### config.mk
export PLATFORM = sky130hd
export DESIGN_NAME = countdown_timer_flat
export DESIGN_NICKNAME = d
export VERILOG_FILES = /design/src/rtl/countdown_timer_if.sv /design/src/rtl/countdown_timer.sv /design/src/flat_wrapper.sv
export SDC_FILE = /design/constraint.sdc
export NUM_CORES = 1
export LEC_CHECK = 0
export ABC_AREA = 1
export CORE_MARGIN = 2
export CORE_UTILIZATION = 30
export CTS_BUF_LIST = sky130_fd_sc_hd__clkbuf_2
export DETAILED_ROUTE_END_ITERATION = 10
export GPL_TIMING_DRIVEN = 1
export PLACE_DENSITY = 0.58
export SYNTH_ARGS = -nofsm -noshare
export SYNTH_HDL_FRONTEND = slang
export SYNTH_SLANG_ARGS = --single-unit
export TNS_END_PERCENT = 1
### constraint.sdc
create_clock -name clk -period 2.1 [get_ports clk]
set_clock_uncertainty 0.2 [all_clocks]
set_input_delay 0.525 -clock clk [delete_from_list [all_inputs] [get_ports clk]]
set_output_delay 0.525 -clock clk [all_outputs]
set_load 0.02 [all_outputs]
### src/rtl/countdown_timer_if.sv
// Load port for countdown_timer: valid/ready handshake carrying a reload value.
//   load_valid  master -> slave  load request
//   load_value  master -> slave  reload value, sampled on handshake
//   load_ready  slave -> master  load accepted when high
interface countdown_timer_if #(
  parameter int unsigned COUNT_W = 16
);
  logic               load_valid;
  logic               load_ready;
  logic [COUNT_W-1:0] load_value;

  modport master (
    output load_valid,
    output load_value,
    input  load_ready
  );

  modport slave (
    input  load_valid,
    input  load_value,
    output load_ready
  );
endinterface

### src/rtl/countdown_timer.sv
// Loadable down-counter with one-shot / auto-reload modes and an expiry pulse.
//   clk, rst     clock, asynchronous active-high reset
//   load         slave side of the reload handshake (ready = not running)
//   start, stop  start/resume and pause requests, level sampled each edge
//   auto_reload  1: reload and keep running on expiry, 0: one-shot
//   count        current count
//   underflow    one-cycle pulse on the edge that handles count == 0 in RUN
//   busy         high while running
module countdown_timer #(
  parameter int unsigned COUNT_W = 16
) (
  input  logic               clk,
  input  logic               rst,
  countdown_timer_if.slave   load,
  input  logic               start,
  input  logic               stop,
  input  logic               auto_reload,
  output logic [COUNT_W-1:0] count,
  output logic               underflow,
  output logic               busy
);

  typedef enum logic [1:0] {
    IDLE = 2'd0,
    RUN  = 2'd1,
    DONE = 2'd2
  } state_t;

  state_t             state, state_next;
  logic [COUNT_W-1:0] reload_q, reload_next;
  logic [COUNT_W-1:0] count_next;
  logic               underflow_next;
  logic               load_fire;

  // load_ready is low exactly while running, so a handshake only lands in IDLE/DONE
  assign load_fire = load.load_valid && load.load_ready;

  // State and output registers; busy/load_ready are registered copies of the next state
  always_ff @(posedge clk or posedge rst) begin
    if (rst) begin
      state           <= IDLE;
      count           <= '0;
      reload_q        <= '0;
      underflow       <= 1'b0;
      busy            <= 1'b0;
      load.load_ready <= 1'b1;
    end else begin
      state           <= state_next;
      count           <= count_next;
      reload_q        <= reload_next;
      underflow       <= underflow_next;
      busy            <= (state_next == RUN);
      load.load_ready <= (state_next != RUN);
    end
  end

  // Next-state and datapath decisions
  always_comb begin
    state_next     = state;
    count_next     = count;
    reload_next    = reload_q;
    underflow_next = 1'b0;

    case (state)
      IDLE: begin
        if (load_fire) begin
          reload_next = load.load_value;
          count_next  = load.load_value;
        end else if (start && !stop) begin
          // resume from whatever count was left behind
          state_next = RUN;
        end
      end

      DONE: begin
        if (load_fire) begin
          reload_next = load.load_value;
          count_next  = load.load_value;
          state_next  = IDLE;
        end else if (start) begin
          count_next = reload_q;
          state_next = RUN;
        end
      end

      RUN: begin
        if (stop) begin
          state_next = IDLE;
        end else if (count == '0) begin
          underflow_next = 1'b1;
          if (auto_reload) begin
            count_next = reload_q;
          end else begin
            state_next = DONE;
          end
        end else begin
          // zero is handled above, so this never wraps
          count_next = count - COUNT_W'(1);
        end
      end

      default: begin
        state_next = IDLE;
      end
    endcase
  end

endmodule

### src/flat_wrapper.sv
// flat-port wrapper written by rule: the top's interface ports become plain ports
module countdown_timer_flat 
#(
  parameter int unsigned COUNT_W = 16
)
  (clk, rst, start, stop, auto_reload, count, underflow, busy, load_load_valid, load_load_value, load_load_ready);
  countdown_timer_if #(.COUNT_W(COUNT_W)) load_i ();
  input  logic clk;
  input  logic rst;
  input  logic start;
  input  logic stop;
  input  logic auto_reload;
  output logic [COUNT_W-1:0] count;
  output logic underflow;
  output logic busy;
  input wire logic [$bits(load_i.load_valid)-1:0] load_load_valid;
  input wire logic [$bits(load_i.load_value)-1:0] load_load_value;
  output wire logic [$bits(load_i.load_ready)-1:0] load_load_ready;
  assign load_i.load_valid = load_load_valid;
  assign load_i.load_value = load_load_value;
  assign load_load_ready = load_i.load_ready;
  countdown_timer #(.COUNT_W(COUNT_W)) u_core (.clk(clk), .rst(rst), .load(load_i), .start(start), .stop(stop), .auto_reload(auto_reload), .count(count), .underflow(underflow), .busy(busy));
endmodule
==> results of run 1 <==
-- power by group --
| part | internal [µW] | total, µW | switching [µW] |
|---|---|---|---|
| Combinational | 1170 | 2980 | 1810 |
| Clock | 77.8 | 308 | 230 |
| Sequential | 1080 | 1490 | 410 |
| Total | 2330 | 4770 | 2450 |
-- state kept, by name, indices dropped and copies added, names as in the netlist --
register	flops
u_core.count	16
u_core.state	2
u_core.reload_q	16
u_core.underflow	1
u_core.load.load_ready	1
u_core.busy	1
-- worst max path at each step --
stage | from | end | slack, ps | cells past startpoint
after floorplan | u_core.count[0] | u_core.count[2] | 210 | 10
after global routing | u_core.count[0] | u_core.busy | 6 | 11
final | u_core.load.load_ready | load_load_ready | 100 | 1
after CTS | u_core.count[11] | count[11] | -120 | 1
after detailed placement | load_load_valid | u_core.count[7] | -120 | 9
after global placement | load_load_valid | u_core.count[7] | -90 | 9
-- cells by family (layout without fill, tap and decap cells) --
logic type	count (synthesis)	in the layout
muxes	3	3
buffers and inverters	60	126
adders and majority gates	5	5
AOI/OAI and AO/OA	43	43
and+or+nand+nor	247	247
DFF	37	37
xor gates and xnor gates	4	4
-- metrics by stage --
step / cell area (µm²) / hold WS [ps] / TNS, ps / power (µW) / instances
global placement: 3410 / 266 / -966 / 4510 / 566
CTS: 3440 / 253 / -124 / 4770 / 573
global route: 3460 / 242 / 0 / 5300 / 573
floorplan: 2680 / 253 / 0 / 3400 / 399
finish: 3460 / 259 / 0 / 4770 / 573
detailed placement: 3410 / 273 / -1480 / 4540 / 566
-- area by class of cell --
| class | count | area share [%] |
|---|---|---|
| Clock buffer | 6 | 0.867 |
| Clock inverter | 1 | 0.108 |
| Inverter | 49 | 5.38 |
| Multi-Input combinational cell | 302 | 43.8 |
| Sequential cell | 37 | 27.1 |
| Tap cell | 108 | 3.90 |
| Timing Repair Buffer | 70 | 18.8 |
-- cells in the mapped netlist, types with 3 or more instances --
master                     number
sky130_fd_sc_hd__nand2_1      141
sky130_fd_sc_hd__a221oi_1       8
sky130_fd_sc_hd__nand3_1       34
sky130_fd_sc_hd__nand2_2        3
sky130_fd_sc_hd__ha_1           5
sky130_fd_sc_hd__a21oi_1       12
sky130_fd_sc_hd__nor2_1        52
sky130_fd_sc_hd__clkbuf_1       6
sky130_fd_sc_hd__o21ai_0       16
sky130_fd_sc_hd__a211oi_1       3
sky130_fd_sc_hd__dfrtp_1       36
sky130_fd_sc_hd__nor2_4         4
sky130_fd_sc_hd__nand4_1        3
sky130_fd_sc_hd__mux2_2         3
sky130_fd_sc_hd__inv_1         45
sky130_fd_sc_hd__inv_2          3
-- layout by cell type (no fill, tap or decap), drive strengths merged, types with 2 or more instances in the layout --
cell type and instances:
nand2 146, nor2 60, inv 49, dfrtp 36, nand3 35, buf 30, clkdlybuf4s50 21, o21ai 17
dlygate4sd2 16, a21oi 12, a221oi 8, clkbuf 6, ha 5, nand4 5, mux2 3, a211oi 3
dlymetal6s2s 3, xor2 2, xnor2 2, o21bai 2
-- worst reg2reg max path, stage by stage, from the launching register on --
cell                      delay, ps
sky130_fd_sc_hd__dfrtp_1        420
sky130_fd_sc_hd__inv_1           70
sky130_fd_sc_hd__ha_1           230
sky130_fd_sc_hd__nand2_4        140
sky130_fd_sc_hd__nor2_8         120
sky130_fd_sc_hd__nand4_4        180
sky130_fd_sc_hd__inv_4          170
sky130_fd_sc_hd__nand2_2         60
sky130_fd_sc_hd__nand2_1         50
sky130_fd_sc_hd__nand3_1         90
sky130_fd_sc_hd__inv_1           90
sky130_fd_sc_hd__nor2_1          40
-- routing by layer --
metal	global-route usage (%)	routed length [µm]
met1	24.9	3820
met2	26.8	3420
met3	2.55	447
met4	4.11	106
met5	0	0
-- what timing repair did --
item	4_1_cts	5_1_grt
gates resized for setup	26	8
setup buffers	0	0
endpoints found under the setup margin	17	7
==> impl_metrics.tcl, run 1 <==
set metrics [dict create \
    layout-drive-gt1-share_pct 16.3 \
    final-seq-area_um2 940 \
    htree_levels 2 \
    final_min_period_over_clock_period_pct 95.1 \
    hold_viol_final 0 \
    ys_top_cells_by_area "sky130_fd_sc_hd__dfrtp_1 (34%), sky130_fd_sc_hd__nand2_1 (20%), sky130_fd_sc_hd__nor2_1 (7.3%), sky130_fd_sc_hd__nand3_1 (6.4%), sky130_fd_sc_hd__inv_1 (6.3%)" \
    final.fill_count 967 \
    path_delay_family "flip-flops" \
    ctsHoldBuffers 0 \
    cts_made_buffers 5 \
    first_global_vias 2772 \
    crit_buf_inv 1 \
    worst_r2r_endpoint "u_core.busy" \
    reg2reg_slack_ps 170 \
    cp_slowest_cell "sky130_fd_sc_hd__dfstp_2" \
    max_cap_violations 0 \
    grt_start_max_net_pins 38 \
    hp-class "input pin to async pin" \
    critPathLaunchType "flip-flop" \
    cts_max_path_buffers 2 \
    syn-mean-instance-area_um2 6.70 \
    yosys_register_bits 37 \
    synth_top_area_share_pct 33.7 \
    synth_top_area_cell "sky130_fd_sc_hd__dfrtp_1" \
    core_mm2 0.00868 \
    yosys-mux-area-fraction_pct 1.26 \
    crit_arrival_ps 1270 \
    post_dp_hpwl_um 6100 \
    fp.dieW_um 98.4 \
    clock_insertion_delay_worst_skew_ps 380 \
    syn_to_final_growth_pct 29.5 \
    grt_first_pass_wirelength_um 13500 \
    preCtsSetupSlack_ps -118 \
    drc_errors 0 \
    mappedNetlistArea_mm2 0.00268 \
    number_of_clock_sinks 37 \
    tritoncts "done" \
    cp-end-kind "output pin" \
    critical_r2r_launch "u_core.count[0]" \
    route.detailed.wl_per_inst_um 13.6 \
    path_max_fanout 2 \
    synth_async_sr_flop_share_pct 100 \
    arithmetic_cell_share_of_the_synthesized_area_counting_full_adders_half_adders_and_majority_gates_pct 2.34 \
    via_per_inst 4.88 \
    path_clk_slew_ps 180 \
    timing.final.max_slew_violations 0 \
    yosys.area_share.simple_pct 41.4 \
    fin_util_pct 39.9 \
    synth_fp_nets 426 \
    finalWorstPathRequiredPeriod_ps 2000 \
    setup_ws_ps 104 \
    synthesis.yosys.warnings 0 \
    synth-main-ff-cell "sky130_fd_sc_hd__dfrtp_1" \
    result_of_the_run "finished clean" \
    floorplan.die_area_mm2 0.00969 \
    multi_input_comb_area_mm2 0.00152 \
    tightestPinTransition_ps 481 \
    main_combinational_cell_family_by_area_after_synthesis "simple AND/OR/NAND/NOR gates" \
    std_cell_rows 34 \
    grt.total_usage_pct 17.1 \
    antenna-diode-count 0 \
    drt_first_iter_violations 210 \
    overflow 0 \
    antenna_violating_nets_post_route 0 \
    floorplan.initialDensity_pct 30.8 \
    maxSlewHeadroom_pct 67.9 \
    path_class "flip-flop to output pin" \
    globalplace.congestion 0.911 \
    cp.required_ps 1370 \
    vert_die_dim_um 98.4 \
    synth_cell_type_count 34 \
    clockRootBuffer "sky130_fd_sc_hd__clkbuf_2" \
    drt-pass1-iter-count 5 \
    unrepaired_setup_endpoints_after_global_routing "no" \
    timing.reg2reg.worst_path_depth 11 \
    grt_antenna_before_repair 0 \
    area_share_of_xor_xnor_cells_in_the_synthesized_design_pct 1.31 \
    design.final.nets 492 \
    leakage_uw 0.00183 \
    edff_count_synth 0 \
    total_length_of_routed_wires_um 7790 \
    fmax_mhz 501 \
    power_density_over_cell_area_mw_per_mm2 1380 \
    via_count_of_the_routed_design 2794 \
    io-pin-count 41 \
    synth.yosys.seq_area_share_pct 34.7 \
    area_fraction_in_compound_gates_after_synthesis_pct 9.68 \
    port_buffers 40 \
    ir_drop_mv 0.578 \
    number_of_failing_setup_endpoints_in_the_final_timing_report 0 \
    synthesis.instances 399 \
    critPathMaxStageDelay_ps 570 \
    crit_path_cell_trace "dlygate4sd2_1" \
]
(Power assumes the default switching activity.)
==> inputs of run 2 (changes only) <==
--- a/config.mk
+++ b/config.mk
@@ -12,6 +12,7 @@
 export DETAILED_ROUTE_END_ITERATION = 10
 export GPL_TIMING_DRIVEN = 1
 export PLACE_DENSITY = 0.58
+export SKIP_CTS_REPAIR_TIMING = 1
 export SYNTH_ARGS = -nofsm -noshare
 export SYNTH_HDL_FRONTEND = slang
 export SYNTH_SLANG_ARGS = --single-unit
==> impl_metrics.tcl, run 2 (synthesis gave the netlist of run 1 again) <==
set metrics [dict create \
    tightestPinTransition_ps 481 \
    overflow 0 \
    cts_max_path_buffers 2 \
    place.detailed.instances 566 \
    crit_path_cell_trace "clkdlybuf4s50_1" \
    share_clk_of_total_power_pct 6.4 \
    path_max_fanout 6 \
    most-common-layout-cells "sky130_fd_sc_hd__nand2_1 (141), sky130_fd_sc_hd__nor2_1 (51), sky130_fd_sc_hd__inv_1 (45)" \
    via_per_inst 4.90 \
    result_of_the_run "complete, but fails checks" \
    post_dp_hpwl_um 6100 \
    critPathMaxStageDelay_ps 620 \
    antenna-diode-count 0 \
    crit_arrival_ps 1460 \
    port_buffers 40 \
    floorplan.initialDensity_pct 30.8 \
    cp-end-kind "output pin" \
    fp.dieW_um 98.4 \
    clock_insertion_delay_worst_skew_ps 380 \
    number_of_clock_sinks 37 \
    grt_start_max_net_pins 38 \
    grt_first_pass_wirelength_um 13500 \
    tritoncts "done" \
    max_cap_violations 0 \
    largest_registers "u_core.count: 16 flops, u_core.reload_q: 16 flops, u_core.state: 2 flops" \
    clockRootBuffer "sky130_fd_sc_hd__clkbuf_2" \
    design.final.nets 492 \
    wl_met3_um 392 \
    finalWorstPathRequiredPeriod_ps 2190 \
    violations "setup timing" \
    critPathLaunchType "flip-flop" \
    drt-pass1-iter-count 5 \
    maxSlewHeadroom_pct 67.9 \
    total_length_of_routed_wires_um 7820 \
    grt_antenna_before_repair 0 \
    ir_drop_mv 0.590 \
    fin_hold_ws_ps 259 \
    antenna_violating_nets_post_route 0 \
    net-switching-power_uw 2440 \
    cp.required_ps 1370 \
    crit_buf_inv 1 \
    power_density_over_cell_area_mw_per_mm2 1380 \
    setup_ws_ps -86.2 \
    cp_slowest_cell "sky130_fd_sc_hd__clkdlybuf4s50_1" \
    timing.final.max_slew_violations 0 \
    timing.reg2reg.worst_path_depth 10 \
    final_min_period_over_clock_period_pct 104 \
    unrepaired_setup_endpoints_after_global_routing "yes" \
    htree_levels 2 \
    crit_cells 1 \
    vert_die_dim_um 98.4 \
    final.fill_count 959 \
    hold_viol_final 0 \
    pwr-share-comb_pct 62.9 \
    post-layout-total-power_uw 4850 \
    internal_power_uw 2410 \
    core_mm2 0.00868 \
    final_common_cell "sky130_fd_sc_hd__nand2_1" \
    fmax_mhz 457 \
    drc_errors 0 \
    leakage_uw 0.00196 \
    std_cell_rows 34 \
    route.top_layer_used "met4" \
    switching_power_share_of_the_total_pct 50.4 \
    path_class "flip-flop to output pin" \
    hp-class "input pin to async pin" \
    path_clk_slew_ps 180 \
    floorplan.die_area_mm2 0.00969 \
    power_frac_seq_pct 30.8 \
    wl_met2_um 3430 \
    number_of_failing_setup_endpoints_in_the_final_timing_report 1 \
    path_delay_family "buffers and inverters" \
    first_global_vias 2772 \
    wirelength_met1_um 3880 \
    globalplace.congestion 0.911 \
    route.detailed.wl_per_inst_um 13.7 \
    cts_made_buffers 5 \
    layout-drive-gt1-share_pct 16.3 \
    drt_first_iter_violations 220 \
    grt.total_usage_pct 17.0 \
    io-pin-count 41 \
    syn_to_final_growth_pct 31.6 \
    post_layout_nonfiller_instances 573 \
    via_count_of_the_routed_design 2805 \
]
[run 2: cell count changes in the layout (fill, tap and decap cells not counted)]
cell	delta
sky130_fd_sc_hd__nor2_2	-2
sky130_fd_sc_hd__dlymetal6s2s_1	+15
sky130_fd_sc_hd__dfrtp_2	+2
sky130_fd_sc_hd__clkdlybuf4s50_1	+1
sky130_fd_sc_hd__nor2_1	+2
sky130_fd_sc_hd__dlygate4sd2_1	-16
sky130_fd_sc_hd__dfrtp_1	-2
[run 2: tightest hold or removal path: cells and delay by family]
kind                   cells  cell delay [ps]
buffers and inverters      3              710
[run 2: final timing paths]
check,startpoint,endpoint,slack [ps]
worst max-delay path,u_core.count[7],count[7],-90
worst min-delay path,rst,u_core.reload_q[3],260
worst max register to register,u_core.count[14],u_core.busy,120
worst min register to register,u_core.reload_q[8],u_core.reload_q[8],310
max in group asynchronous,rst,u_core.load.load_ready,1170
min in group clk,u_core.reload_q[8],u_core.reload_q[8],310
[run 2: per-stage QoR]
stage          util (%)  setup slack, ps  area (µm²)  setup TNS (ps)
2_1_floorplan         -              215        2680               0
3_3_place_gp       39.3            -91.4        3410            -966
3_5_place_dp       39.3             -118        3410           -1480
4_1_cts            39.7             -277        3450           -3170
5_1_grt            40.6             -175        3520            -179
6_report           40.6            -86.2        3520           -86.2
[run 2: power groups by stage]
stage / combinational [µW] / clock [µW] / sequential, µW
after CTS: 3070 / 325 / 1470
after global routing: 3480 / 354 / 1550
after floorplan: 1820 / 0 / 1580
after detailed placement: 3060 / 0 / 1480
after global placement: 3030 / 0 / 1480
final: 3050 / 308 / 1490
[run 2: layout make-up]
type                       instances  area, µm²  area share (%)
sequential                        37        942            26.8
tap                              108        135            3.84
clock inverter                     1       3.75           0.107
clock buffer                       6       30.0           0.853
inverter                          49        186            5.30
timing repair buffer              70        708            20.1
multi-input combinational        302       1510            43.0
[run 2: routing by layer]
metal / track usage (%) / vias to the layer above
li1: - / 1400
met3: 2.55 / 13
met1: 24.8 / 1305
met5: 0 / -
met2: 26.8 / 87
met4: 4.11 / 0
==> inputs of run 3 (changes only) <==
--- a/config.mk
+++ b/config.mk
@@ -6,6 +6,7 @@
 export NUM_CORES = 1
 export LEC_CHECK = 0
 export ABC_AREA = 1
+export CORE_ASPECT_RATIO = 0.6
 export CORE_MARGIN = 2
 export CORE_UTILIZATION = 30
 export CTS_BUF_LIST = sky130_fd_sc_hd__clkbuf_2
==> impl_metrics.tcl, run 3 (synthesis gave the netlist of run 1 again) <==
set metrics [dict create \
    drt_first_iter_violations 249 \
    fp.dieW_um 126 \
    path_clk_slew_ps 210 \
    number_of_failing_setup_endpoints_in_the_final_timing_report 0 \
    crit_top_cell "sky130_fd_sc_hd__nand2_1" \
    final_min_period_over_clock_period_pct 92.2 \
    layout.cell_area.non_filler_mm2 0.00358 \
    most-common-layout-cells "sky130_fd_sc_hd__nand2_1 (140), sky130_fd_sc_hd__nor2_1 (49), sky130_fd_sc_hd__inv_1 (45)" \
    path_class "flip-flop to flip-flop" \
    overflow 0 \
    cts_made_buffers 5 \
    grt_start_max_net_pins 38 \
    design.final.nets 494 \
    crit_buf_inv 3 \
    cp_slowest_cell "sky130_fd_sc_hd__dfrtp_2" \
    unrepaired_setup_endpoints_after_global_routing "no" \
    preCtsSetupSlack_ps -156 \
    post_dp_hpwl_um 6360 \
    grt_first_pass_wirelength_um 13800 \
    timing.final.max_slew_violations 0 \
    final_common_cell "sky130_fd_sc_hd__nand2_1" \
    grt_antenna_before_repair 0 \
    floorplan.die_area_mm2 0.00971 \
    largest_registers "u_core.count: 16 flops, u_core.reload_q: 16 flops, u_core.state: 2 flops" \
    antenna-diode-count 0 \
    crit_path_cell_trace "buf_4, nor2_4, nand2_4, nor2_8, nand4_4, inv_6, nand2_2, nand2_1, nand2_1, nand2_2, inv_2, nand2_1" \
    tightestPinTransition_ps 518 \
    port_buffers 40 \
    place.detailed.instances 570 \
    cts_max_path_buffers 2 \
    layout-drive-gt1-share_pct 17.7 \
    critPathLaunchType "flip-flop" \
    post_layout_nonfiller_instances 580 \
    grt.total_usage_pct 18.0 \
    clockRootBuffer "sky130_fd_sc_hd__clkbuf_2" \
    path_max_fanout 7 \
    fmax_mhz 516 \
    via_count_of_the_routed_design 2820 \
    leakage_uw 0.00199 \
    antenna_violating_nets_post_route 0 \
    result_of_the_run "finished clean" \
    first_global_vias 2575 \
    finalWorstPathRequiredPeriod_ps 1940 \
    hp-class "input pin to async pin" \
    tritoncts "done" \
    number_of_clock_sinks 37 \
    power_density_over_cell_area_mw_per_mm2 1410 \
    setup_ws_ps 163 \
    syn_to_final_growth_pct 33.7 \
    route.detailed.wl_per_inst_um 14.2 \
    crit_arrival_ps 2100 \
    hold_viol_final 0 \
    ir_drop_mv 0.482 \
    drt-pass1-iter-count 5 \
    cp.required_ps 2270 \
    io-pin-count 41 \
    core_mm2 0.00859 \
    dpl-instance-area_mm2 0.00343 \
    max_cap_violations 0 \
    via_per_inst 4.86 \
    vert_die_dim_um 77.1 \
    drc_errors 0 \
    cp-end-kind "flip-flop" \
    critPathMaxStageDelay_ps 490 \
    htree_levels 2 \
    path_delay_family "simple AND/OR/NAND/NOR gates" \
    globalplace.congestion 0.890 \
    std_cell_rows 26 \
    clock_insertion_delay_worst_skew_ps 420 \
    floorplan.initialDensity_pct 31.1 \
    maxSlewHeadroom_pct 65.4 \
    fin_setup_tns_ps 0 \
    total_length_of_routed_wires_um 8210 \
]
run 3: where the power goes:
group / switching [µW] / total [µW] / internal (µW)
combinational: 1870 / 3220 / 1360
sequential: 375 / 1450 / 1080
clock: 265 / 349 / 83.5
run 3: final cells by class:
type,instances,area [µm²]
flip-flops and latches,37,942
well taps,112,140
clock buffers,6,30.0
multi-input cells,302,1530
repair buffers,72,738
clock inverters,2,10.0
fillers,924,5010
inverters,49,189
run 3: worst paths after layout:
path	depth (start not counted)	slack, ps	end	startpoint
setup / recovery	12	160	u_core.load.load_ready	u_core.count[2]
hold / removal	3	210	u_core.reload_q[1]	rst
setup reg to reg	12	160	u_core.load.load_ready	u_core.count[2]
hold reg to reg	2	320	u_core.reload_q[8]	u_core.reload_q[8]
max in group asynchronous	3	1210	u_core.load.load_ready	rst
min in group clk	2	320	u_core.reload_q[8]	u_core.reload_q[8]
run 3: through the flow:
stage / util [%] / hold WS (ps) / power (µW)
final: 41.7 / 206 / 5030
after detailed placement: 40.0 / 277 / 4630
after global placement: 40.0 / 269 / 4590
after CTS: 40.4 / 199 / 4990
after global routing: 41.7 / 185 / 5530
after floorplan: - / 253 / 3400
run 3: worst reg2reg max path: stages (launching register included):
cell	delay [ps]
sky130_fd_sc_hd__dfrtp_2	490
sky130_fd_sc_hd__buf_4	150
sky130_fd_sc_hd__nor2_4	130
sky130_fd_sc_hd__nand2_4	110
sky130_fd_sc_hd__nor2_8	120
sky130_fd_sc_hd__nand4_4	180
sky130_fd_sc_hd__inv_6	160
sky130_fd_sc_hd__nand2_2	60
sky130_fd_sc_hd__nand2_1	50
sky130_fd_sc_hd__nand2_1	50
sky130_fd_sc_hd__nand2_2	80
sky130_fd_sc_hd__inv_2	40
sky130_fd_sc_hd__nand2_1	70
run 3: per-layer routing:
metal	vias up	GRT usage [%]	wire length, µm
li1	1398	-	-
met1	1324	27.1	4100
met2	93	26.2	3420
met3	5	4.26	644
met4	0	2.97	42
met5	-	0	0
